### src/rtl/flow_ram_arbiter.sv
// Two-client arbiter for the flow-RAM port: A (packet path) has priority, B (timeout scanner) gets an anti-starvation grant.
// Optional macro FLOW_ARB_RAW_HAZARD_EN holds back a read that targets the address being written in the same cycle.
`ifndef FLOW_RAM_ADDR_WIDTH
`define FLOW_RAM_ADDR_WIDTH 16
`endif
`ifndef FLOW_RAM_WORD_WIDTH
`define FLOW_RAM_WORD_WIDTH 32
`endif

module flow_ram_arbiter #(
    parameter int ADDR_WIDTH   = `FLOW_RAM_ADDR_WIDTH,
    parameter int DATA_WIDTH   = `FLOW_RAM_WORD_WIDTH,
    parameter int MAX_PENDING  = 8,
    parameter int STARVE_LIMIT = 16
) (
    input  logic                  clk,
    input  logic                  reset,
    input  logic                  a_read_en,
    input  logic [ADDR_WIDTH-1:0] a_read_addr,
    output logic                  a_read_ack,
    output logic                  a_read_data_new,
    input  logic                  a_write_en,
    input  logic [ADDR_WIDTH-1:0] a_write_addr,
    input  logic [DATA_WIDTH-1:0] a_write_data,
    output logic                  a_write_ack,
    input  logic                  b_read_en,
    input  logic [ADDR_WIDTH-1:0] b_read_addr,
    output logic                  b_read_ack,
    output logic                  b_read_data_new,
    input  logic                  b_write_en,
    input  logic [ADDR_WIDTH-1:0] b_write_addr,
    input  logic [DATA_WIDTH-1:0] b_write_data,
    output logic                  b_write_ack,
    output logic [DATA_WIDTH-1:0] read_data,
    input  logic                  mem_write_ready,
    output logic                  mem_write_en,
    output logic [ADDR_WIDTH-1:0] mem_write_addr,
    output logic [DATA_WIDTH-1:0] mem_write_data,
    input  logic                  mem_read_ready,
    output logic                  mem_read_en,
    output logic [ADDR_WIDTH-1:0] mem_read_addr,
    input  logic [DATA_WIDTH-1:0] mem_read_data,
    input  logic                  mem_read_data_new,
    output logic                  err_orphan
);

    localparam int PTR_W = $clog2(MAX_PENDING);
    localparam int SW    = $clog2(STARVE_LIMIT + 1);
    localparam logic [SW-1:0]  STARVE_MAX = SW'(STARVE_LIMIT);
    localparam logic [PTR_W:0] FIFO_FULL  = (PTR_W + 1)'(MAX_PENDING);

    logic [MAX_PENDING-1:0] tagMem_q;
    logic [PTR_W-1:0]       wrPtr_q, rdPtr_q;
    logic [PTR_W:0]         tagCount_q;
    logic [SW-1:0]          readStarve_q, readStarve_d;
    logic [SW-1:0]          writeStarve_q, writeStarve_d;
    logic [DATA_WIDTH-1:0]  readData_q;
    logic                   aNew_q, bNew_q, errOrphan_q;

    logic                   tagPop, tagOrphan;
    logic                   readEligible, readPickB, readHazard, readGrant;
    logic                   writePickB, writeGrant;
    logic [ADDR_WIDTH-1:0]  readSelAddr;

    // A push and a pop may coincide, so a full FIFO still accepts a read while a response drains it.
    always_comb begin
        tagPop       = mem_read_data_new && (tagCount_q != '0);
        tagOrphan    = mem_read_data_new && (tagCount_q == '0);

        writePickB   = b_write_en && (!a_write_en || (writeStarve_q == STARVE_MAX));
        writeGrant   = mem_write_ready && (a_write_en || b_write_en);

        readEligible = mem_read_ready && ((tagCount_q != FIFO_FULL) || tagPop);
        readPickB    = b_read_en && (!a_read_en || (readStarve_q == STARVE_MAX));
        readSelAddr  = readPickB ? b_read_addr : a_read_addr;
`ifdef FLOW_ARB_RAW_HAZARD_EN
        readHazard   = writeGrant && (mem_write_addr == readSelAddr);
`else
        readHazard   = 1'b0;
`endif
        readGrant    = readEligible && (a_read_en || b_read_en) && !readHazard;
    end

    assign a_write_ack    = writeGrant && !writePickB;
    assign b_write_ack    = writeGrant && writePickB;
    assign mem_write_en   = writeGrant;
    assign mem_write_addr = writePickB ? b_write_addr : a_write_addr;
    assign mem_write_data = writePickB ? b_write_data : a_write_data;

    assign a_read_ack     = readGrant && !readPickB;
    assign b_read_ack     = readGrant && readPickB;
    assign mem_read_en    = readGrant;
    assign mem_read_addr  = readGrant ? readSelAddr : '0;

    assign read_data       = readData_q;
    assign a_read_data_new = aNew_q;
    assign b_read_data_new = bNew_q;
    assign err_orphan      = errOrphan_q;

    // Starvation counters only advance while the channel could actually have granted something.
    always_comb begin
        readStarve_d = readStarve_q;
        if (!b_read_en || b_read_ack) begin
            readStarve_d = '0;
        end else if (readEligible && (readStarve_q != STARVE_MAX)) begin
            readStarve_d = readStarve_q + SW'(1);
        end

        writeStarve_d = writeStarve_q;
        if (!b_write_en || b_write_ack) begin
            writeStarve_d = '0;
        end else if (mem_write_ready && (writeStarve_q != STARVE_MAX)) begin
            writeStarve_d = writeStarve_q + SW'(1);
        end
    end

    always_ff @(posedge clk or posedge reset) begin
        if (reset) begin
            tagMem_q      <= '0;
            wrPtr_q       <= '0;
            rdPtr_q       <= '0;
            tagCount_q    <= '0;
            readStarve_q  <= '0;
            writeStarve_q <= '0;
            readData_q    <= '0;
            aNew_q        <= 1'b0;
            bNew_q        <= 1'b0;
            errOrphan_q   <= 1'b0;
        end else begin
            readStarve_q  <= readStarve_d;
            writeStarve_q <= writeStarve_d;
            aNew_q        <= tagPop && !tagMem_q[rdPtr_q];
            bNew_q        <= tagPop && tagMem_q[rdPtr_q];
            if (readGrant) begin
                tagMem_q[wrPtr_q] <= readPickB;
                wrPtr_q           <= wrPtr_q + PTR_W'(1);
            end
            if (tagPop) begin
                rdPtr_q    <= rdPtr_q + PTR_W'(1);
                readData_q <= mem_read_data;
            end
            case ({readGrant, tagPop})
                2'b10:   tagCount_q <= tagCount_q + (PTR_W + 1)'(1);
                2'b01:   tagCount_q <= tagCount_q - (PTR_W + 1)'(1);
                default: tagCount_q <= tagCount_q;
            endcase
            if (tagOrphan) begin
                errOrphan_q <= 1'b1;
            end
        end
    end

endmodule

### config.mk
export PLATFORM = sky130hd
export DESIGN_NAME = flow_ram_arbiter
export DESIGN_NICKNAME = d
export VERILOG_FILES = /design/src/rtl/flow_ram_arbiter.sv
export SDC_FILE = /design/constraint.sdc
export NUM_CORES = 1
export LEC_CHECK = 0
export CAP_MARGIN = 10
export CORE_AREA = 2 2 106 108
export DETAILED_ROUTE_END_ITERATION = 10
export DIE_AREA = 0 0 108 110
export GPL_TIMING_DRIVEN = 0
export HOLD_SLACK_MARGIN = 0.02
export PLACE_DENSITY = 0.82
export SYNTH_ARGS = -nofsm -noshare
export SYNTH_HDL_FRONTEND = slang
export SYNTH_SLANG_ARGS = --single-unit
export TNS_END_PERCENT = 100
### constraint.sdc
create_clock -name clk -period 4.1 [get_ports clk]
set_input_delay 0.82 -clock clk [delete_from_list [all_inputs] [get_ports clk]]
set_output_delay 0.82 -clock clk [all_outputs]
set_load 0.02 [all_outputs]
# ---- Yosys cells after proc, flatten, opt, wreduce, memory -nomap -nowiden
# Index checks and enable logic that the tools add are counted.
dict set report totals {
  in_bits 169
  out_inout_bits 105
  ff_bits 63
}
dict set report classes {
  magnitude_cmp 3
  n_addsub 6
  muxes 14
  reduce_logical 35
  n_eq_ne 7
}
# op count
set op_table {}
lappend op_table {{16-bit two-way mux} 3}
lappend op_table {{32-bit two-way mux} 1}
lappend op_table {{5-bit two-way mux} 4}
lappend op_table {{1-bit logical AND} 16}
lappend op_table {{5-bit by 1-bit adder with 5-bit output (second input constant)} 2}
lappend op_table {{5-bit == test (second input constant)} 2}
lappend op_table {{5-bit inequality test (second input constant)} 2}
lappend op_table {{8-bit bitwise mux} 1}
lappend op_table {{3-bit by 4-bit < comparator with 1-bit output (second input constant)} 2}
lappend op_table {{4-bit one-hot mux with 2 select lines} 1}
lappend op_table {{1-bit zero test} 7}
lappend op_table {{1-bit logical OR} 7}
lappend op_table {{3-bit by 1-bit adder with 3-bit output (second input constant)} 2}
lappend op_table {{2-bit nonzero test} 3}
lappend op_table {{4-bit by 1-bit adder with 4-bit output (second input constant)} 1}
lappend op_table {{4-bit zero test} 1}
lappend op_table {{4-bit inequality test (second input constant)} 1}
lappend op_table {{4-bit nonzero test} 1}
lappend op_table {{4-bit by 1-bit subtractor with 4-bit output (second input constant)} 1}
lappend op_table {{1-bit binary-select mux with 3-bit select} 1}
lappend op_table {{1-bit demux with 3-bit select} 1}
lappend op_table {{3-bit by 1-bit >= comparator with 1-bit output (second input constant)} 1}
lappend op_table {{2-bit by 1-bit == test with 1-bit output (second input constant)} 1}
lappend op_table {{2-bit == test (second input constant)} 1}
lappend op_table {{1-bit two-way mux} 2}

# ---- Depth between registers and ports, before layout
# Gate-level depths: netlist (run 1).
dict set report depth {
  word_depth 8
  ltp_mapped 12
}

# ---- Least setup slack after synthesis (run 1)
# Ideal clock, no wire load.
dict set report synth_path {
  path_type {input to output}
  start {in b_read_en}
  end {out mem_read_addr[10]}
  path_slack_ps 1258
  cell_stages 5
  arrival_time_ps 2022
  path_cell_list {buf_2 > a21oi_1 > clkbuf_1 > a22oi_1 > nor2_1}
}
dict set report synth_via {
  elab_chain_cells 3
  elab_cells_between_ends 5
}
# item line
set synth_lines {}
lappend synth_lines {{from (decl)} 26} ;# input logic b_read_en,
lappend synth_lines {{1-bit logical AND / 1-bit logical OR (equally long branches)} {74, 81}}
lappend synth_lines {{16-bit two-way mux / 1-bit logical AND (equally long branches)} {75, 81}}
lappend synth_lines {{16-bit two-way mux *} 93} ;# assign mem_read_addr = readGrant ? readSelAddr : '0;
lappend synth_lines {{to (decl)} 41} ;# output logic [ADDR_WIDTH-1:0] mem_read_addr,
# Every way passes the cells marked *; elsewhere a longest branch is shown, timed or not.

# ---- Final worst setup path (run 1)
dict set report layout_path {
  start {in a_read_en}
  end {out mem_read_addr[6]}
}
dict set report layout_via {
  elab_chain_cells 5
  elab_cells_between_ends 7
}
# item line
set layout_lines {}
lappend layout_lines {{from (decl)} 18} ;# input logic a_read_en,
lappend layout_lines {{1-bit zero test} 74} ;# readPickB = b_read_en && (!a_read_en || (readStarve_q == STARVE_MAX));
lappend layout_lines {{1-bit logical OR} 74}
lappend layout_lines {{1-bit logical AND} 74}
lappend layout_lines {{16-bit two-way mux} 75} ;# readSelAddr = readPickB ? b_read_addr : a_read_addr;
lappend layout_lines {{16-bit two-way mux *} 93}
# Marked as above.

==> flow_summary_export.csv, run 1 <==
group,metric,value,unit
setup_path,reg2reg_from,"tagCount_q[1]",
timing,fin_hold_ws,0.475,ns
timing,setup_viol,0,
clock_network,max-clock-path-buffers,2,
routing,drt_first_pass_iters,4,
synth,async_reset_ff_share,100,%
cells_and_area,multiInputGateArea,0.00202,mm^2
clock_network,cts_tree,"done",
synth,avgSynthCellArea,11.5,um^2
setup_path,cp.required,3.28,ns
job,drv_cap,0,
synth,synthesis.nets,504,
placed_design,place.gp.congestion,0.838,
setup_path,cp_common_cell,"clkdlybuf4s50_1",
cells_and_area,area_delta_synth_final,83.4,%
floorplan,initial_core_util,35.1,%
floorplan,dieArea,0.0119,mm^2
timing,grt_setup_unrepaired,"false",
outcome,status,"finished, final reports clean",
cells_and_area,layout_commonest_cell,"clkdlybuf4s50_1",
hold_path,holdPathStages,1,
clock_network,cts-root-buf,"clkbuf_8",
setup_path,cpPeakStageDelay,0.63,ns
setup_path,crit_path_start_kind,"primary input",
timing,hold_viol,0,
global_routing,grt_util_met2,34.2,%
setup_path,worst-setup-path-type,"primary input to output port",
setup_path,slowest_stage,"clkdlybuf4s50_1",
clock_network,cts_max_level,3,
timing,tightest_slew,0.573,ns
hold_path,hold_end,"err_orphan",
synth,yosysSeqAreaShare,42.0,%
synth,ys_ff_latch,63,
global_routing,busiest_layer,"met2",
routing,drt_iter0_markers,120,
routing,drc,0,
routing,vias,3673,
cells_and_area,diodes,0,
timing,setup-tns-final,0,ns
routing,drt_wl_total,12500,um
setup_path,worstReg2RegEnd,"tagCount_q[2]",
setup_path,rr_worst_depth,12,
timing,max_freq,259,MHz
setup_path,crit_family,"buffers and inverters",
placed_design,port_buffers,271,
clock_network,cts_made_buffers,9,
cells_and_area,mostFrequentLayoutCells,"clkdlybuf4s50_1, mux2_2, dfrtp_1",
synth,yosysUniqueCellTypes,51,
setup_path,crit_chain,"clkdlybuf4s50_1 -> inv_1 -> a21oi_2 -> clkbuf_1 -> a22oi_1 -> nor2_1 -> clkdlybuf4s50_1",
clock_network,clk_pin_slew,0.07,ns
global_routing,grt_overflow,0,
synth,synthCells,326,
setup_path,crit_buf_inv,4,
routing,post_drt_wl_per_cell,16.6,um
cells_and_area,fillers,870,
setup_path,cp.arrival,3.04,ns
global_routing,grt_start_max_net_pins,39,
cells_and_area,finalNetCount,787,
global_routing,grt_pass1_vias,3712,
timing,finalClockSkew,0.00721,ns
hold_path,hold_path_class,"flip-flop to flip-flop",
floorplan,pin_count,274,
timing,drv_slew,0,
floorplan,die_h,110,um
pwr,ir_drop,0.000242,V
setup_path,cp_max_fo,10,
synth,synth_edf_count,0,
synth,yosysTopAreaCellShare,42.0,%
clock_network,clkSinkCount,63,
synth,netlist_area,0.00376,mm^2
synth,synthTopCellsByArea,"dfrtp_1, mux2_2, a22oi_1",
global_routing,grt.total_usage,19.6,%
synth,synth_flop_cell,"dfrtp_1",
timing,slew-limit-headroom,61.7,%
global_routing,use_met1,24.2,%
floorplan,core,0.0107,mm^2
synth,synth_top_area_cell,"dfrtp_1",
global_routing,grt_pass1_wl,18100,um
clock_network,insertion_delay,0.32,ns
timing,period_needed,3.86,ns
synth,yosys_warnings,0,
routing,vias_per_cell,4.87,
hold_path,min_from,"err_orphan",
pwr,p_leak,2.80,nW
cells_and_area,seq_area,0.00158,mm^2
cells_and_area,drive_gt1_share,21.0,%
placed_design,post-dp-hpwl,10400,um
setup_path,reg2reg_slack,1.34,ns
timing,period_share,94.1,%
global_routing,grtUsageMet3,4.06,%
clock_network,post-cts-setup-buffer-count,0,
floorplan,row_count,38,
floorplan,die_width,108,um
routing,antenna_left,0,
global_routing,antenna_found_initial,0,
pwr,power.density,401,mW/mm^2
setup_path,endpoint_kind,"output port",
pwr,total_power,2.77,mW
[cells by family (layout without fill, tap and decap cells)]
family	Yosys count	count (layout)	synth area share, %
mux	94	94	28.8
buf+inv	30	318	4.30
simple gates	79	79	11.2
compound gates	42	42	8.66
fa+ha+maj	9	9	3.00
xor+xnor	9	9	2.10
flops	63	63	42.0
[cells in the mapped netlist, drive strengths merged, types with 2 or more instances]
library cell / n
or4: 2
and2: 3
xor2: 4
nand2b: 2
o21a: 3
nor4: 3
or3: 4
clkbuf: 2
mux4: 2
a21oi: 4
buf: 16
a22oi: 16
nor3: 4
nor2: 28
nand3b: 2
nor2b: 4
nand2: 10
dfrtp: 63
o21ai: 4
a2bb2oi: 2
inv: 12
ha: 9
a21boi: 6
mux2: 91
nand3: 10
o31ai: 2
xnor2: 5
[area by class of cell]
class                   instances  share of cell area (%)
plain buffers                  18                    1.69
inverters                      12                   0.653
flip-flops and latches         63                    22.9
clock inverters                 3                   0.944
well taps                     140                    2.54
clock buffers                  13                    2.31
multi-input cells             233                    29.4
repair buffers                272                    39.6
[power breakdown]
group	leakage, nW	internal (mW)	switching, mW
Sequential	0.768	0.809	0.144
Clock	0.114	0.375	0.221
Combinational	1.92	0.698	0.520
Total	2.80	1.88	0.885
[what timing repair did]
action,CTS,global route
endpoints found under the setup margin,0,9
resized for setup,0,1
hold buffers,0,0
[registers in the layout, indices dropped and copies added, names as in the netlist]
name	count
b_read_data_new	1
read_data	32
rdPtr_q	3
tagCount_q	4
writeStarve_q	5
wrPtr_q	3
err_orphan	1
a_read_data_new	1
readStarve_q	5
tagMem_q	8
[how the worst max path moves through the flow]
stage	start	end	slack [ns]	cells past startpoint
3_5_place_dp	a_read_en	mem_read_addr[6]	0.05	7
2_1_floorplan	b_read_en	mem_read_addr[10]	1.26	5
4_1_cts	a_read_en	mem_read_addr[6]	0.05	7
6_report	a_read_en	mem_read_addr[6]	0.24	7
3_3_place_gp	a_read_en	mem_read_addr[6]	0.12	7
5_1_grt	a_read_en	mem_read_addr[6]	0.08	7
[routing by layer]
| metal | wire [um] | vias up |
|---|---|---|
| met5 | 0 | - |
| met4 | 215 | 0 |
| met3 | 907 | 17 |
| met2 | 6290 | 181 |
| met1 | 5070 | 1730 |
| li1 | - | 1745 |
[metrics by stage]
step	instance area [um^2]	cells	setup WS [ns]	util (%)
after floorplan	3760	326	1.26	-
after global placement	6650	737	0.117	62.1
after detailed placement	6670	738	0.0513	62.3
after CTS	6890	754	0.0502	64.4
after global routing	6890	754	0.0783	64.4
final	6890	754	0.242	64.4
Power figures use the tool's default switching activity.
==> inputs of run 2 (changes only) <==
==> constraint.sdc (replaced) <==
create_clock -name clk -period 4.5 [get_ports clk]
set_input_delay 0.9 -clock clk [delete_from_list [all_inputs] [get_ports clk]]
set_output_delay 0.9 -clock clk [all_outputs]
set_load 0.02 [all_outputs]
==> flow_summary_export.csv, run 2 (synthesis results as in run 1) <==
group,metric,value,unit
outcome,status,"finished, final reports clean",
routing,drt_first_pass_iters,4,
pwr,swShare,31.9,%
clock_network,clkSinkCount,63,
cells_and_area,layout_commonest_cell,"clkdlybuf4s50_1",
placed_design,postPlaceCellArea,0.00667,mm^2
pwr,p_clk_share,21.6,%
clock_network,insertion_delay,0.32,ns
timing,worst_slack,0.302,ns
setup_path,crit_path_start_kind,"primary input",
setup_path,cp_max_fo,10,
pwr,power.density,366,mW/mm^2
setup_path,rr_worst_depth,12,
timing,fin_hold_ws,0.475,ns
floorplan,row_count,38,
global_routing,grt_pass1_vias,3712,
cells_and_area,area_delta_synth_final,83.4,%
setup_path,reg2reg_slack,1.74,ns
routing,drc,0,
floorplan,die_width,108,um
pwr,intPower,1.71,mW
timing,slew-limit-headroom,61.3,%
clock_network,cts_max_level,3,
routing,vias_per_cell,4.84,
setup_path,reg2reg_from,"tagCount_q[1]",
floorplan,dieArea,0.0119,mm^2
pwr,p_switching,0.804,mW
timing,tightest_slew,0.581,ns
hold_path,hold_end,"err_orphan",
timing,setup-tns-final,0,ns
setup_path,worstReg2RegEnd,"tagCount_q[2]",
hold_path,holdPathStages,1,
timing,drv_slew,0,
clock_network,post-cts-setup-buffer-count,0,
timing,finalClockSkew,0.00792,ns
floorplan,pin_count,274,
clock_network,cts.hold.buffers_added,0,
timing,hold_viol,0,
global_routing,grt_overflow,0,
placed_design,place.gp.congestion,0.838,
pwr,combPwrFrac,44.0,%
pwr,total_power,2.52,mW
routing,post_drt_wl_per_cell,16.4,um
routing,drt_iter0_markers,101,
cells_and_area,diodes,0,
cells_and_area,final_cell_area,0.00689,mm^2
cells_and_area,drive_gt1_share,20.8,%
setup_path,cp.arrival,3.30,ns
global_routing,antenna_found_initial,0,
hold_path,min_from,"err_orphan",
placed_design,post-dp-hpwl,10400,um
pwr,pwr-share-seq,34.4,%
placed_design,dp.cells,738,
clock_network,cts.repair.resized,0,
cells_and_area,stdcell_count,754,
hold_path,hold_path_class,"flip-flop to flip-flop",
timing,period_share,93.3,%
placed_design,port_buffers,271,
floorplan,initial_core_util,35.1,%
global_routing,grt.total_usage,19.6,%
global_routing,grt_start_max_net_pins,39,
routing,vias,3648,
cells_and_area,mostFrequentLayoutCells,"clkdlybuf4s50_1, mux2_2, dfrtp_1",
cells_and_area,largest_reg_flops,32,
cells_and_area,final_util,64.4,%
cells_and_area,finalNetCount,787,
setup_path,endpoint_kind,"output port",
clock_network,cts_tree,"done",
global_routing,grt_pass1_wl,18100,um
routing,antenna_left,0,
timing,max_freq,238,MHz
setup_path,worst-setup-path-type,"primary input to output port",
routing,drt_wl_total,12400,um
clock_network,cts_made_buffers,9,
clock_network,cts-root-buf,"clkbuf_8",
placed_design,pre_cts_slack,0.291,ns
timing,setup_viol,0,
floorplan,core,0.0107,mm^2
clock_network,clk_pin_slew,0.07,ns
job,drv_cap,0,
floorplan,die_h,110,um
pwr,p_leak,2.80,nW
setup_path,cp.required,3.60,ns
timing,grt_setup_unrepaired,"false",
pwr,ir_drop,0.000220,V
timing,period_needed,4.20,ns
clock_network,max-clock-path-buffers,2,
==> run 2: cell types whose count changed in the layout (fill, tap and decap cells not counted) <==
cell     change
a21oi_2      -1
a21oi_1      +1
==> run 2: worst max-delay path by stage <==
stage,start,end,slack [ns],cells after the start
floorplan,b_read_en,mem_read_addr[10],1.50,5
global route,a_read_en,mem_read_addr[6],0.12,7
global placement,a_read_en,mem_read_addr[6],0.36,7
detailed placement,a_read_en,mem_read_addr[6],0.29,7
CTS,a_read_en,mem_read_addr[6],0.29,7
finish,a_read_en,mem_read_addr[6],0.30,7
==> run 2: power groups by stage <==
stage	Combinational [mW]	Sequential (mW)	Clock [mW]
6_report	1.11	0.867	0.543
5_1_grt	1.19	0.896	0.582
3_5_place_dp	1.12	0.879	0
3_3_place_gp	1.09	0.864	0
2_1_floorplan	0.501	0.960	0
4_1_cts	1.12	0.870	0.559
==> run 2: critical path, stage by stage <==
cell and delay (ns):
clkdlybuf4s50_1 0.50, inv_1 0.11, a21oi_1 0.48, clkbuf_1 0.38, a22oi_1 0.12, nor2_1 0.18, clkdlybuf4s50_1 0.63
==> run 2: final cells by class <==
cell class	instances	area (um^2)
clock inverters	3	65.1
clock buffers	13	159
plain buffers	18	116
flip-flops and latches	63	1580
inverters	12	45.0
repair buffers	272	2730
well taps	140	175
fillers	870	3810
multi-input cells	233	2020
==> run 2: routing by layer <==
metal / GRT usage, % / vias up / wire length [um]
li1: - / 1745 / -
met1: 24.2 / 1720 / 5070
met2: 34.2 / 168 / 6240
met3: 4.06 / 15 / 882
met4: 6.32 / 0 / 201
met5: 0 / - / 0
